===== config.mk =====
export PLATFORM = sky130hd
export DESIGN_NAME = input_feeder_flat
export DESIGN_NICKNAME = d
export VERILOG_FILES = /design/src/rtl/input_feeder_pkg.sv /design/src/rtl/input_feeder_if.sv /design/src/rtl/input_feeder_raster_addr_gen.sv /design/src/rtl/input_feeder.sv /design/src/flat_wrapper.sv
export SDC_FILE = /design/constraint.sdc
export NUM_CORES = 1
export LEC_CHECK = 0
export CAP_MARGIN = 20
export CORE_MARGIN = 5
export CORE_UTILIZATION = 50
export DETAILED_ROUTE_END_ITERATION = 10
export GPL_ROUTABILITY_DRIVEN = 0
export GPL_TIMING_DRIVEN = 0
export PLACE_DENSITY = 0.8
export SYNTH_ARGS = -nofsm -noshare
export SYNTH_HDL_FRONTEND = slang
export SYNTH_SLANG_ARGS = --single-unit

===== constraint.sdc =====
create_clock -name i_clock -period 2.8 [get_ports i_clock]
set_input_delay 0.56 -clock i_clock [delete_from_list [all_inputs] [get_ports i_clock]]
set_output_delay 0.56 -clock i_clock [all_outputs]
set_load 0.02 [all_outputs]

===== src/rtl/input_feeder_pkg.sv =====
// Shared defaults and the feeder state encoding for the input-side blocks.
package input_feeder_pkg;

   localparam int unsigned BIN_LEN       = 8;
   localparam int unsigned INPUT_WIDTH   = 3;
   localparam int unsigned INPUT_HEIGHT  = 2;
   localparam int unsigned IN_ADDR_WIDTH = 8;

   typedef enum logic [2:0] {
      S_IDLE  = 3'd0,
      S_FETCH = 3'd1,
      S_WAIT  = 3'd2,
      S_FULL  = 3'd3,
      S_DONE  = 3'd4
   } feeder_state_e;

endpackage


===== src/rtl/input_feeder_if.sv =====
// Consumer handshake plus SRAM read port of the input feeder.
interface input_feeder_if #(
   parameter int unsigned BIN_LEN    = input_feeder_pkg::BIN_LEN,
   parameter int unsigned ADDR_WIDTH = input_feeder_pkg::IN_ADDR_WIDTH
);

   logic                  input_req;
   logic [BIN_LEN-1:0]    input_val;
   logic                  input_ready;
   logic                  mem_rd_en;
   logic [ADDR_WIDTH-1:0] mem_addr;
   logic [BIN_LEN-1:0]    mem_rdata;

   // Feeder side
   modport slave (
      input  input_req, mem_rdata,
      output input_val, input_ready, mem_rd_en, mem_addr
   );

   // Environment side: consumer and SRAM
   modport master (
      output input_req, mem_rdata,
      input  input_val, input_ready, mem_rd_en, mem_addr
   );

endinterface


===== src/rtl/input_feeder_raster_addr_gen.sv =====
// Raster element counter and SRAM read-address generator for one feature map.
module input_feeder_raster_addr_gen #(
   parameter int unsigned N          = 6,
   parameter int unsigned CNT_W      = 3,
   parameter int unsigned ADDR_WIDTH = 8,
   parameter int unsigned BASE_ADDR  = 0
) (
   input  logic                  i_clk,
   input  logic                  i_rst_n,
   input  logic                  i_clear,
   input  logic                  i_inc,
   output logic                  o_last,
   output logic [ADDR_WIDTH-1:0] o_addr
);

   logic [CNT_W-1:0]      r_count;
   logic [ADDR_WIDTH-1:0] r_addr;

   // Count and address advance together so the address never needs an adder on the output
   always_ff @(posedge i_clk) begin
      if (!i_rst_n) begin
         r_count <= '0;
         r_addr  <= '0;
      end else if (i_clear) begin
         r_count <= '0;
         r_addr  <= ADDR_WIDTH'(BASE_ADDR);
      end else if (i_inc) begin
         r_count <= r_count + CNT_W'(1);
         r_addr  <= r_addr + ADDR_WIDTH'(1);
      end
   end

   assign o_last = (r_count == CNT_W'(N - 1));
   assign o_addr = r_addr;

endmodule


===== src/rtl/input_feeder.sv =====
// Streams one feature map from input SRAM to the processing unit through a one-word prefetch buffer.
module input_feeder #(
   parameter int unsigned BIN_LEN      = input_feeder_pkg::BIN_LEN,
   parameter int unsigned INPUT_WIDTH  = input_feeder_pkg::INPUT_WIDTH,
   parameter int unsigned INPUT_HEIGHT = input_feeder_pkg::INPUT_HEIGHT,
   parameter int unsigned ADDR_WIDTH   = input_feeder_pkg::IN_ADDR_WIDTH,
   parameter int unsigned BASE_ADDR    = 0
) (
   input  logic           i_clock,
   input  logic           i_reset,
   input  logic           i_start,
   input_feeder_if.slave  io,
   output logic           o_busy,
   output logic           o_done
);

   import input_feeder_pkg::*;

   localparam int unsigned N     = INPUT_WIDTH * INPUT_HEIGHT;
   localparam int unsigned CNT_W = $clog2(N + 1);

   feeder_state_e         r_state;
   feeder_state_e         w_next_state;
   logic [BIN_LEN-1:0]    r_buf;
   logic [BIN_LEN-1:0]    r_last_val;
   logic                  r_mem_rd_en;
   logic                  r_busy;
   logic                  r_done;
   logic                  w_clear;
   logic                  w_xfer;
   logic                  w_last;
   logic [ADDR_WIDTH-1:0] w_addr;

   input_feeder_raster_addr_gen #(
      .N          (N),
      .CNT_W      (CNT_W),
      .ADDR_WIDTH (ADDR_WIDTH),
      .BASE_ADDR  (BASE_ADDR)
   ) u_addr_gen (
      .i_clk   (i_clock),
      .i_rst_n (i_reset),
      .i_clear (w_clear),
      .i_inc   (w_xfer),
      .o_last  (w_last),
      .o_addr  (w_addr)
   );

   // Next-state logic; a transfer happens in FULL in the same cycle the request is seen
   always_comb begin
      w_next_state = r_state;
      w_clear      = 1'b0;
      w_xfer       = 1'b0;
      unique case (r_state)
         S_IDLE, S_DONE: begin
            if (i_start) begin
               w_next_state = S_FETCH;
               w_clear      = 1'b1;
            end
         end
         S_FETCH: w_next_state = S_WAIT;
         S_WAIT:  w_next_state = S_FULL;
         S_FULL: begin
            if (io.input_req) begin
               w_xfer       = 1'b1;
               w_next_state = w_last ? S_DONE : S_FETCH;
            end
         end
         default: w_next_state = S_IDLE;
      endcase
   end

   // State register with status/strobe outputs registered against the next state
   always_ff @(posedge i_clock) begin
      if (!i_reset) begin
         r_state     <= S_IDLE;
         r_mem_rd_en <= 1'b0;
         r_busy      <= 1'b0;
         r_done      <= 1'b0;
      end else begin
         r_state     <= w_next_state;
         r_mem_rd_en <= (w_next_state == S_FETCH);
         r_busy      <= (w_next_state inside {S_FETCH, S_WAIT, S_FULL});
         r_done      <= (w_next_state == S_DONE);
      end
   end

   // Prefetch buffer loads SRAM data in WAIT; last-transferred word is kept for the idle value
   always_ff @(posedge i_clock) begin
      if (!i_reset) begin
         r_buf      <= '0;
         r_last_val <= '0;
      end else begin
         if (r_state == S_WAIT) r_buf <= io.mem_rdata;
         if (w_xfer)            r_last_val <= r_buf;
      end
   end

   assign io.input_ready = w_xfer;
   assign io.input_val   = w_xfer ? r_buf : r_last_val;
   assign io.mem_rd_en   = r_mem_rd_en;
   assign io.mem_addr    = w_addr;
   assign o_busy         = r_busy;
   assign o_done         = r_done;

endmodule

===== src/flat_wrapper.sv =====
// flat-port wrapper written by rule: the top's interface ports become plain ports
module input_feeder_flat import input_feeder_pkg::*;
#(
   parameter int unsigned BIN_LEN      = input_feeder_pkg::BIN_LEN,
   parameter int unsigned INPUT_WIDTH  = input_feeder_pkg::INPUT_WIDTH,
   parameter int unsigned INPUT_HEIGHT = input_feeder_pkg::INPUT_HEIGHT,
   parameter int unsigned ADDR_WIDTH   = input_feeder_pkg::IN_ADDR_WIDTH,
   parameter int unsigned BASE_ADDR    = 0
)
  (i_clock, i_reset, i_start, o_busy, o_done, io_input_req, io_mem_rdata, io_input_val, io_input_ready, io_mem_rd_en, io_mem_addr);
  input_feeder_if #(.BIN_LEN(BIN_LEN), .ADDR_WIDTH(ADDR_WIDTH)) io_i ();
  input  logic i_clock;
  input  logic i_reset;
  input  logic i_start;
  output logic o_busy;
  output logic o_done;
  input wire logic [$bits(io_i.input_req)-1:0] io_input_req;
  input wire logic [$bits(io_i.mem_rdata)-1:0] io_mem_rdata;
  output wire logic [$bits(io_i.input_val)-1:0] io_input_val;
  output wire logic [$bits(io_i.input_ready)-1:0] io_input_ready;
  output wire logic [$bits(io_i.mem_rd_en)-1:0] io_mem_rd_en;
  output wire logic [$bits(io_i.mem_addr)-1:0] io_mem_addr;
  assign io_i.input_req = io_input_req;
  assign io_i.mem_rdata = io_mem_rdata;
  assign io_input_val = io_i.input_val;
  assign io_input_ready = io_i.input_ready;
  assign io_mem_rd_en = io_i.mem_rd_en;
  assign io_mem_addr = io_i.mem_addr;
  input_feeder #(.BIN_LEN(BIN_LEN), .INPUT_WIDTH(INPUT_WIDTH), .INPUT_HEIGHT(INPUT_HEIGHT), .ADDR_WIDTH(ADDR_WIDTH), .BASE_ADDR(BASE_ADDR)) u_core (.i_clock(i_clock), .i_reset(i_reset), .i_start(i_start), .io(io_i), .o_busy(o_busy), .o_done(o_done));
endmodule

Word level (Yosys, flattened, before mapping)
Cells that the tools add are included.
Word-level totals
  latch bits: 0
  bits in read-only memories: 0
  input bits: 12
  word-level logic and storage cells: 33
  output and inout port bits: 20
  memories: 0
  register bits: 33
  memory bits (writable): 0
Operators by class
  $mul: 0
  equal/unequal tests: 9
  multiplexer cells: 9
  shift operators: 0
  bitwise gates (word level): 1
  add/sub/neg operators: 2
  divide/modulo/power cells: 0
  order comparisons: 0
  reduce and logical (&&, ||, !) cells: 4
Operators with widths (count)
  equality test 3 x 2 -> 1 bit (second input constant): 4
  case mux 3 bit (4 select lines): 1
  equality test 3 bit (second input constant): 3
  2-to-1 mux 3 bit: 3
  adder 8 x 1 -> 8 bit (second input constant): 1
  2-to-1 mux 8 bit: 1
  equality test 3 x 1 -> 1 bit (second input constant): 2
  2-to-1 mux 1 bit: 4
  OR reduction 2 bit: 2
  adder 3 x 1 -> 3 bit (second input constant): 1
  zero test 3 bit: 1
  nonzero test 3 bit: 1
  NOT 1 bit: 1

Depth between registers and ports, before layout
  depth in word-level cells: 6
  mapped depth: 5
  mapped depth without buffers: 5

Modules after synthesis
A second synthesis with hierarchy kept.
Second synthesis, totals
  cells, all modules: 130
  area, all modules: 1392.6 um^2
By module, submodules not included
  input_feeder: cells an instance 78, area each 899.6 um^2, seq. area each 440.4 um^2, instances 1
  input_feeder_raster_addr_gen: cells an instance 52, area each 493.0 um^2, seq. area each 220.2 um^2, instances 1

Worst setup path after synthesis
Ideal clock, no wire load.
  kind: input to output
  start: input io_input_req
  end: output io_input_val[2]
  path buffers: 1
  required time: 2.240 ns
  arrival time: 1.202 ns
  stages on the path: 3
  slack: 1.038 ns
  cell sequence: nand4b_4 -> buf_6 -> mux2_4
Between the ends
  cells in the longest elaborated chain, start to end: 3
RTL lines
  from (decl): line flat_wrapper.sv:17  | input wire logic [$bits(io_i.input_req)-1:0] io_input_req;
  2-to-1 mux 1 bit: line input_feeder.sv:63  | if (io.input_req) begin
  2-to-1 mux 1 bit: line input_feeder.sv:53  | unique case (r_state)
  2-to-1 mux 8 bit
  to (decl): line flat_wrapper.sv:19  | output wire logic [$bits(io_i.input_val)-1:0] io_input_val;
Every way passes these cells.

Worst setup path after layout
  start: input io_input_req
  end: output io_input_val[4]
The elaborated chain is that of the path after synthesis.

==> out/results.txt <==
DR vias -> 1,089
Crit path capture type -> output port
Final Critical Period -> 2.70 ns
Drt initial violations -> 44
MaxCap Viol Count -> 0
Post-Synth Adder-Cell Area -> 0.0272
Avg WL per Cell -> 14.3 µm
Antenna diodes -> 0
Synth area leaders -> dfxtp_1, mux2i_1, and2_1
CTS H-tree depth -> 2
Clk sinks -> 33
Core Footprint -> 2710 µm²
Post-DP Area -> 1730 µm²
Most common cell in the synthesized netlist -> dfxtp_1
Setup Crit Path Kind -> in -> out
FMAX -> 370 MHz
Post-synthesis mux area share -> 0.137
Die area -> 3910 µm²
DP HPWL -> 2220 µm
Top_reg_cell synth -> dfxtp_1
Dpl ws -> -0.119 ns
Setup ws final -> 0.0952 ns
Share of post-route cells with drive strength above 1 -> 0.133
CTS root buffer -> clkbuf_4
Synth cell count leaders -> dfxtp_1, and2_1, a21oi_1, mux2i_1, nor2b_1
PwrDens -> 494 nW/µm²
Nets -> 187
Synth Area in Simple Gates -> 0.211
Via density -> 5.34
Worst Clk Skew -> 0.00370 ns
Detailed Route WL -> 2920 µm
Pleak -> 0.755 nW
Critical Path AT -> 2.14 ns
Critical Path Max Stage Delay -> 0.52 ns
Critical path required time -> 2.24 ns
Site row count -> 19
Yosys reg bits -> 33
Starting Density -> 0.509
Cell Chain, Critical Path -> clkdlybuf4s50_1 -> nand4b_4 -> buf_6 -> mux2_4 -> dlygate4sd2_1
Critical path's slowest cell -> clkdlybuf4s50_1
CTS tree -> done
Post-synth EDFFs -> 0
Largest net degree at the start of global routing -> 11
Measured slew at the worst slew-check pin -> 0.378 ns
CTS buffer count -> 5
Die W -> 62.5 µm
Worst Hold Class -> reg -> reg
Synth warn -> 0
VDD IR max -> 409 µV
Final core utilization -> 0.663
Endpoints failing setup -> 0
Port bufs -> 31
Antenna Violating Nets Remaining -> 0
Cell taking the most area after synthesis -> dfxtp_1
Unrepaired setup endpoints after global routing -> no
Endpoints failing hold -> 0
Antenna violations before repair -> 0
Post-synthesis sequential area ratio -> 0.479
Synth Area in Compound Gates -> 0.0953
Hold-fix buffers at CTS -> 0
Fin area -> 1800 µm²
Largest family of logic cells by synthesized area -> simple AND/OR/NAND/NOR gates
TNS Setup -> 0 ns
Die H -> 62.5 µm
Vias in the first global route -> 1,115
Clk_lat worst skew -> 0.33 ns
Maximum clock path buffer count -> 2
Worst slew margin -> 0.748
Fin. max-slew vios -> 0
Period utilization -> 0.966
Syn Inst Count -> 134
Residual DRC -> 0
Gr usage total -> 0.165
Synthesized Nets -> 149
Post-synth ARST share -> 0
Area growth syn-to-layout -> 30.4%
Startpoint Class -> primary input
Post-Synth XOR/XNOR Area -> 0.0127
Post-synth cell types -> 31
Worst Path Max Fanout -> 10
Syn_area_per_cell -> 10.3 µm²
Clock slew at reported path FFs -> 0.09 ns
Area share of the largest cell type after synthesis -> 0.479
Fillers -> 242
1st-pass router iterations -> 3
Gr ovfl total -> 0
Status -> complete, no violations
I/O pin cnt -> 32
Post-Syn Area -> 1380 µm²
First-pass GRT wire length -> 5150 µm
where the power goes:
| group | leakage (nW) | internal [mW] | total (mW) | switching (mW) |
|---|---|---|---|---|
| logic | 0.446 | 0.0479 | 0.0917 | 0.0438 |
| registers | 0.267 | 0.484 | 0.495 | 0.0114 |
| clock network | 0.0413 | 0.145 | 0.301 | 0.155 |
| total | 0.755 | 0.677 | 0.888 | 0.211 |
final timing paths:
kind                                                   from                           to  slack, ns  cells past startpoint
worst max-delay path                           io_input_req              io_input_val[4]        0.1                      5
worst min-delay path            u_core.u_addr_gen.o_addr[7]  u_core.u_addr_gen.o_addr[7]       0.48                      2
worst max register to register            u_core.r_state[0]  u_core.u_addr_gen.o_addr[4]       1.28                      4
worst min register to register  u_core.u_addr_gen.o_addr[7]  u_core.u_addr_gen.o_addr[7]       0.48                      2
layer usage:
| layer | global-route usage | part of all wire |
|---|---|---|
| met2 | 0.284 | 0.51 |
| met1 | 0.178 | 0.42 |
| met5 | 0 | 0 |
| met4 | 0.0637 | 0.017 |
| met3 | 0.0701 | 0.044 |
stage by stage:
stage	hold WS, ns	instances	power, mW
2_1_floorplan	0.458	134	0.559
3_5_place_dp	0.471	196	0.599
3_3_place_gp	0.460	196	0.594
4_1_cts	0.485	204	0.895
6_report	0.484	204	0.888
5_1_grt	0.534	204	0.934
cells in the final DEF (no fill, tap or decap), types with 2 or more instances in the layout:
cell / synthesis / routed
clkdlybuf4s50_1: 0 / 22
buf_2: 3 / 3
dfxtp_1: 33 / 33
dlygate4sd2_1: 0 / 6
or4_1: 3 / 3
clkbuf_8: 0 / 2
nor2b_1: 8 / 8
dlymetal6s2s_1: 0 / 3
nand2_1: 6 / 6
o21ai_0: 5 / 5
nand3_1: 3 / 3
xnor2_1: 2 / 2
nor2_1: 5 / 5
ha_1: 3 / 3
inv_1: 4 / 4
a21oi_1: 9 / 9
o31ai_1: 3 / 3
mux2i_1: 8 / 8
mux2_2: 3 / 3
clkbuf_1: 2 / 2
or3_1: 4 / 4
and2_1: 12 / 12
a211oi_1: 2 / 2
clkbuf_4: 0 / 5
mux2_4: 5 / 5
sequential cells by signal, summed over array words and instances (netlist names):
| register | count |
|---|---|
| u_core.u_addr_gen.r_count | 3 |
| u_core.o_busy | 1 |
| u_core.io.mem_rd_en | 1 |
| u_core.u_addr_gen.o_addr | 8 |
| u_core.r_buf | 8 |
| u_core.o_done | 1 |
| u_core.r_last_val | 8 |
| u_core.r_state | 3 |
repair_timing:
action / CTS / global route
buffers inserted: 0 / 0
endpoints found under the setup margin: 6 / 3
gates resized for setup: 6 / 3
worst max-delay path: cells and delay by family:
| kind | cells | cell delay (ns) |
|---|---|---|
| buffers and inverters | 3 | 1.06 |
| multiplexers | 1 | 0.31 |
| AND/OR/NAND/NOR | 1 | 0.21 |
final cells by class:
type                       instances  area (µm²)  area share
sequential                        33         661       0.367
timing repair buffer              31         310       0.173
clock inverter                     1        5.00     0.00278
buffer                             6        33.8      0.0188
tap                               31        38.8      0.0216
inverter                           5        18.8      0.0104
multi-input combinational         90         666       0.370
clock buffer                       7        65.1      0.0362
cells by family after synthesis:
kind of cell,count (synthesis)
AO/OA/AOI/OAI,22
XOR/XNOR,2
adder cells (fa/ha/maj),3
buffers and inverters,11
flip-flops,33
multiplexers,16
AND/OR/NAND/NOR,47
Power figures use the tool's default switching activity.
